`config.mk`:
```
export PLATFORM = sky130hd
export DESIGN_NAME = rv_exec_pipe
export DESIGN_NICKNAME = d
export VERILOG_FILES = /design/src/rtl/rv_exec_pipe.sv
export SDC_FILE = /design/constraint.sdc
export NUM_CORES = 2
export LEC_CHECK = 0
export BUFFER_PORTS_ARGS = -buffer_cell sky130_fd_sc_hd__buf_2
export CORE_UTILIZATION = 25
export DETAILED_ROUTE_END_ITERATION = 16
export HOLD_SLACK_MARGIN = 0.08
export PLACE_DENSITY_LB_ADDON = 0.2
export SYNTH_ARGS = -nofsm -noshare
export SYNTH_HDL_FRONTEND = slang
export SYNTH_SLANG_ARGS = --single-unit
```
`constraint.sdc`:
```
create_clock -name clk -period 7.8 [get_ports clk]
set_clock_uncertainty 0.1 [all_clocks]
set_input_delay 0.78 -clock clk [delete_from_list [all_inputs] [get_ports clk]]
set_output_delay 0.78 -clock clk [all_outputs]
set_load 0.05 [all_outputs]
```
`src/rtl/rv_exec_pipe.sv`:
```
// rv_exec_pipe: two-stage RV32I integer execute/writeback unit.
// S1 (EX) captures decoded fields and computes the ALU result with
// WB-to-EX bypass; S2 (WB) holds the result and retires it into the
// internal register file. Output backpressure freezes both stages.
module rv_exec_pipe #(
  parameter int XLEN = 32,
  parameter int NREG = 32,
  parameter int CNTW = 32,
  localparam int RW  = $clog2(NREG),
  localparam int SW  = $clog2(XLEN)
) (
  input  logic            clk,
  input  logic            rst,
  input  logic            in_valid,
  output logic            in_ready,
  input  logic [RW-1:0]   oprs1,
  input  logic [RW-1:0]   oprs2,
  input  logic [RW-1:0]   oprd,
  input  logic [3:0]      aluop,
  input  logic [XLEN-1:0] imm,
  input  logic            use_imm,
  output logic            out_valid,
  input  logic            out_ready,
  output logic [XLEN-1:0] out_data,
  output logic [RW-1:0]   out_rd,
  output logic [CNTW-1:0] retire_cnt,
  input  logic [RW-1:0]   dbg_addr,
  output logic [XLEN-1:0] dbg_data
);

  localparam int STAGES = 2;

  localparam logic [3:0] OP_ADD  = 4'd0;
  localparam logic [3:0] OP_SUB  = 4'd1;
  localparam logic [3:0] OP_SLL  = 4'd2;
  localparam logic [3:0] OP_SLT  = 4'd3;
  localparam logic [3:0] OP_SLTU = 4'd4;
  localparam logic [3:0] OP_XOR  = 4'd5;
  localparam logic [3:0] OP_SRL  = 4'd6;
  localparam logic [3:0] OP_SRA  = 4'd7;
  localparam logic [3:0] OP_OR   = 4'd8;
  localparam logic [3:0] OP_AND  = 4'd9;
  localparam logic [3:0] OP_PASB = 4'd10;

  typedef struct packed {
    logic [RW-1:0]   rs1;
    logic [RW-1:0]   rs2;
    logic [RW-1:0]   rd;
    logic [3:0]      op;
    logic [XLEN-1:0] imm;
    logic            use_imm;
  } ex_req_t;

  typedef struct packed {
    logic [RW-1:0]   rd;
    logic [XLEN-1:0] data;
  } wb_rsp_t;

  // vld_pipe[1] = S1 valid, vld_pipe[2] = S2 valid
  logic [STAGES:1] vld_pipe;
  ex_req_t         s1;
  wb_rsp_t         s2;
  logic [XLEN-1:0] rf [NREG];

  logic            stall;
  logic            retire;
  logic [XLEN-1:0] op_a, op_b, rs2_val, alu_res;
  logic [SW-1:0]   shamt;

  assign stall    = vld_pipe[2] & ~out_ready;
  assign in_ready = ~stall;
  assign retire   = vld_pipe[2] & out_ready;

  assign out_valid = vld_pipe[2];
  assign out_data  = s2.data;
  assign out_rd    = s2.rd;

  assign dbg_data = (dbg_addr == '0) ? '0 : rf[dbg_addr];

  // Operand fetch: the WB result wins over the register file so a
  // dependent instruction right behind its producer needs no bubble.
  always_comb begin
    op_a    = '0;
    rs2_val = '0;
    if (s1.rs1 != '0)
      op_a = (vld_pipe[2] && s2.rd == s1.rs1) ? s2.data : rf[s1.rs1];
    if (s1.rs2 != '0)
      rs2_val = (vld_pipe[2] && s2.rd == s1.rs2) ? s2.data : rf[s1.rs2];
    op_b  = s1.use_imm ? s1.imm : rs2_val;
    shamt = op_b[SW-1:0];
  end

  // ALU; unassigned opcodes still retire with a zero result
  always_comb begin
    alu_res = '0;
    case (s1.op)
      OP_ADD:  alu_res = op_a + op_b;
      OP_SUB:  alu_res = op_a - op_b;
      OP_SLL:  alu_res = op_a << shamt;
      OP_SLT:  alu_res = {{(XLEN-1){1'b0}}, ($signed(op_a) < $signed(op_b))};
      OP_SLTU: alu_res = {{(XLEN-1){1'b0}}, (op_a < op_b)};
      OP_XOR:  alu_res = op_a ^ op_b;
      OP_SRL:  alu_res = op_a >> shamt;
      OP_SRA:  alu_res = $signed(op_a) >>> shamt;
      OP_OR:   alu_res = op_a | op_b;
      OP_AND:  alu_res = op_a & op_b;
      OP_PASB: alu_res = op_b;
      default: alu_res = '0;
    endcase
  end

  // Pipeline advance; reset discards anything in flight
  always_ff @(posedge clk) begin
    if (rst) begin
      vld_pipe <= '0;
      s1       <= '0;
      s2       <= '0;
    end else if (!stall) begin
      vld_pipe[1] <= in_valid;
      vld_pipe[2] <= vld_pipe[1];
      s1          <= '{rs1: oprs1, rs2: oprs2, rd: oprd, op: aluop,
                       imm: imm, use_imm: use_imm};
      s2          <= '{rd: s1.rd, data: alu_res};
    end
  end

  // Retire: write back (x0 never stored) and count
  always_ff @(posedge clk) begin
    if (rst) begin
      for (int i = 0; i < NREG; i++) rf[i] <= '0;
      retire_cnt <= '0;
    end else if (retire) begin
      if (s2.rd != '0) rf[s2.rd] <= s2.data;
      retire_cnt <= retire_cnt + CNTW'(1);
    end
  end

endmodule

```
==> results.tsv <==
stage	metric	value	unit
floorplanning	die_y	559	um
placed_design	port_buffers	163	
layout	final_common_cell	edfxtp_1	
grt	grt.total_usage	25.7	%
setup_path	arrival	7990	ps
routing	first_iter_violations	9805	
setup_path	cp_max_fo	35	
placed_design	post-place-ws	572	ps
yosys	yosys.area_share.xor_xnor	0.565	%
power_and_ir_drop	ir_drop	0.197	mV
placed_design	place_congestion	0.972	
floorplanning	die-area	312000	sq um
routing	drt-met1-wl	162000	um
power_and_ir_drop	finalPower	20.4	mW
yosys	synth_simple_gate_area_share	13.9	%
layout	drive_gt1_share	26.6	%
status	status	completed	
min_path	holdPathStages	3	
sta	worst_pin_slew	1280	ps
routing	wl_met3	46000	um
yosys	netlist_area	77500	sq um
yosys	synthCells	6163	
layout	final_area	89500	sq um
sta	rsz0062_at_grt	no	
routing	routed_wl	411000	um
clocking	cts_max_path_buffers	3	
layout	syn_to_final_growth	15.4	%
grt	grt_pass1_vias	58900	
clocking	cts_tree	done	
floorplanning	die_width	559	um
routing	ant_nets	0	
yosys	synth-seq-cells	1157	
clocking	cts.repair.resized	0	
yosys	synthArstFlopShare	0	%
sta	period_needed	7390	ps
yosys	synth.avg_cell_area	12.6	sq um
grt	antenna_found_initial	60	
clocking	h-tree-depth	4	
floorplanning	pin_count	164	
setup_path	crit_family	compound AO/OA/AOI/OAI gates	
setup_path	slowest_stage	dfxtp_4	
placed_design	place_inst	10200	
yosys	ys_warn_count	0	
placed_design	hpwlAfterDp	257000	um
clocking	cts-root-buf	clkbuf_16	
setup_path	crit_required	8400	ps
grt	grt_max_degree	106	
clocking	clk_latency	850	ps
routing	wl_per_cell	39.0	um
yosys	yosys.cell_types.count	101	
setup_path	rr_worst_depth	20	
floorplanning	num_rows	204	
floorplanning	coreArea	309000	sq um
sta	maxSlewHeadroom	14.0	%
clocking	clkSlewWorstSetupHoldPaths	60	ps
setup_path	path_class	reg2reg	
yosys	synthAdderAreaFrac	1.68	%
sta	fin_crit_sh	94.8	%
sta	report.final.setup_viol	0	
layout	finalNonFillerCells	10500	
routing	via_count	62300	
clocking	clock_sinks	1157	
placed_design	place_area	84100	sq um
setup_path	worstReg2RegEnd	out_data[31]$_SDFFE_PP0N_	
routing	firstDrtPassIters	6	
yosys	synth_top_family_by_area	multiplexers	
routing	vias_per_cell	5.91	
setup_path	path_buf_inv	4	
grt	grt_pass1_wl	546000	um
yosys	synthMuxAreaShare	28.2	%
routing	drc	0	
layout	nNetsFinal	6407	
yosys	synth_compound_area_share	8.53	%
clocking	postCtsHoldBufs	26	
yosys	synthFlopType	edfxtp_1	
sta	clock.fmax	135	MHz
power_and_ir_drop	leakage	31.2	nW
min_path	hp-start	oprd[1]	
yosys	yosysSeqAreaShare	43.1	%
grt	grt-ovfl-total	0	
clocking	numCtsBuffers	149	
yosys	synth_edf_count	1024	
layout	layout_common_cells	edfxtp_1, and2_1, mux4_2	
setup_path	cp-end-kind	register	
sta	hold_viol_final	0	
min_path	hold_end	s1[38]$_SDFFE_PP0N_	
setup_path	r2r_slack	410	ps
routing	top_layer	met5	
setup_path	slowest_delay	830	ps
routing	dr_wl_met2	184000	um
power_and_ir_drop	powerDensity	228	nW/um^2
setup_path	cpMostUsedCell	buf_4	
setup_path	worstSetupStartpointType	register	
sta	setup_tns	0	ps
setup_path	crit_chain	buf_4, or3_1, o22a_1, o221ai_1, nor3_1, a22oi_1, inv_1, ha_1, and2_0, a311oi_1, a2bb2oi_1, a221oi_2, o21ai_0, buf_4, a2111oi_0, buf_4, nor3_1, mux2_2, a2111oi_0, a41oi_1	
clocking	cts_setup_buffers	0	
min_path	hold_class	in2reg	
floorplanning	initial_core_util	25.1	%
sta	maxSlewViolCount	0	
sta	fin_ws	409	ps
run	cap_violations	0	
-- where the power goes --
part	switching [mW]	internal (mW)
Clock	3.03	4.24
Sequential	0.328	6.99
Combinational	3.96	1.83
Total	7.32	13.1
-- Yosys cell counts, types with 20 or more instances --
master / count / area (sq um)
nand3_1: 79 / 395
dfxtp_1: 133 / 2660
o21ai_1: 21 / 105
or2_2: 40 / 250
xor2_1: 20 / 175
a211oi_1: 25 / 188
a22oi_1: 146 / 1100
o22ai_1: 38 / 238
mux2i_1: 330 / 3300
buf_1: 60 / 225
ha_1: 101 / 1260
clkbuf_1: 416 / 1560
mux4_2: 805 / 18100
a21oi_1: 239 / 1200
o211ai_1: 37 / 278
nand4_1: 23 / 144
buf_4: 36 / 270
a31oi_1: 26 / 163
a221o_1: 20 / 200
nor2b_1: 31 / 194
inv_1: 102 / 383
edfxtp_1: 1024 / 30700
nand2_1: 343 / 1290
nor2_1: 291 / 1090
o221ai_1: 20 / 175
xnor2_1: 30 / 263
a221oi_1: 40 / 350
mux2_2: 33 / 372
o21ai_0: 125 / 626
buf_2: 72 / 360
and2_1: 987 / 6170
nor3_1: 96 / 480
buf_6: 26 / 293
-- registers in the layout, indices dropped and copies added, names as in the netlist, named ones only --
register and flops:
out_rd 5, out_data 32, vld_pipe 2, retire_cnt 32, s1 52, rf 1024
-- per-layer routing --
| metal | vias to the layer above | global-route usage (%) |
|---|---|---|
| met5 | - | 0 |
| met4 | 8 | 10.7 |
| met3 | 850 | 6.68 |
| met2 | 4671 | 39.8 |
| met1 | 32600 | 34.0 |
| li1 | 24100 | - |
-- worst max path at each step --
stage	start	endpoint	slack, ps	depth (start not counted)
2_1_floorplan	register	out_data[30]$_SDFFE_PP0N_	1470	24
3_3_place_gp	register	out_data[30]$_SDFFE_PP0N_	540	22
3_5_place_dp	register	out_data[30]$_SDFFE_PP0N_	570	22
4_1_cts	register	out_data[30]$_SDFFE_PP0N_	590	22
5_1_grt	register	out_data[30]$_SDFFE_PP0N_	170	22
6_report	register	out_data[31]$_SDFFE_PP0N_	410	20
-- tightest hold or removal path, cell delays in order --
cell	delay, ps
buf_2	110
nand2_1	50
a21oi_1	60
-- metrics by stage --
| step | hold WS [ps] | utilization (%) |
|---|---|---|
| after floorplan | 327 | - |
| after global placement | 342 | 27.2 |
| after detailed placement | 347 | 27.2 |
| after CTS | 86.7 | 28.9 |
| after global routing | 128 | 28.9 |
| final | 125 | 29.0 |
-- kinds of logic after synthesis --
kind of cell / count (synthesis)
AOI/OAI and AO/OA: 962
xor gates and xnor gates: 50
adders and majority gates: 103
buffers and inverters: 722
DFF: 1157
muxes: 1171
other: 1
and+or+nand+nor: 1997
-- cell type report --
class	count	area, sq um
multi-input combinational	4315	41500
inverter	110	418
timing repair buffer	510	3800
antenna	65	163
tap	4120	5150
clock inverter	90	952
sequential	1157	33500
fill	31300	219000
clock buffer	181	4030
No activity file was read; power rests on OpenSTA's default activity.
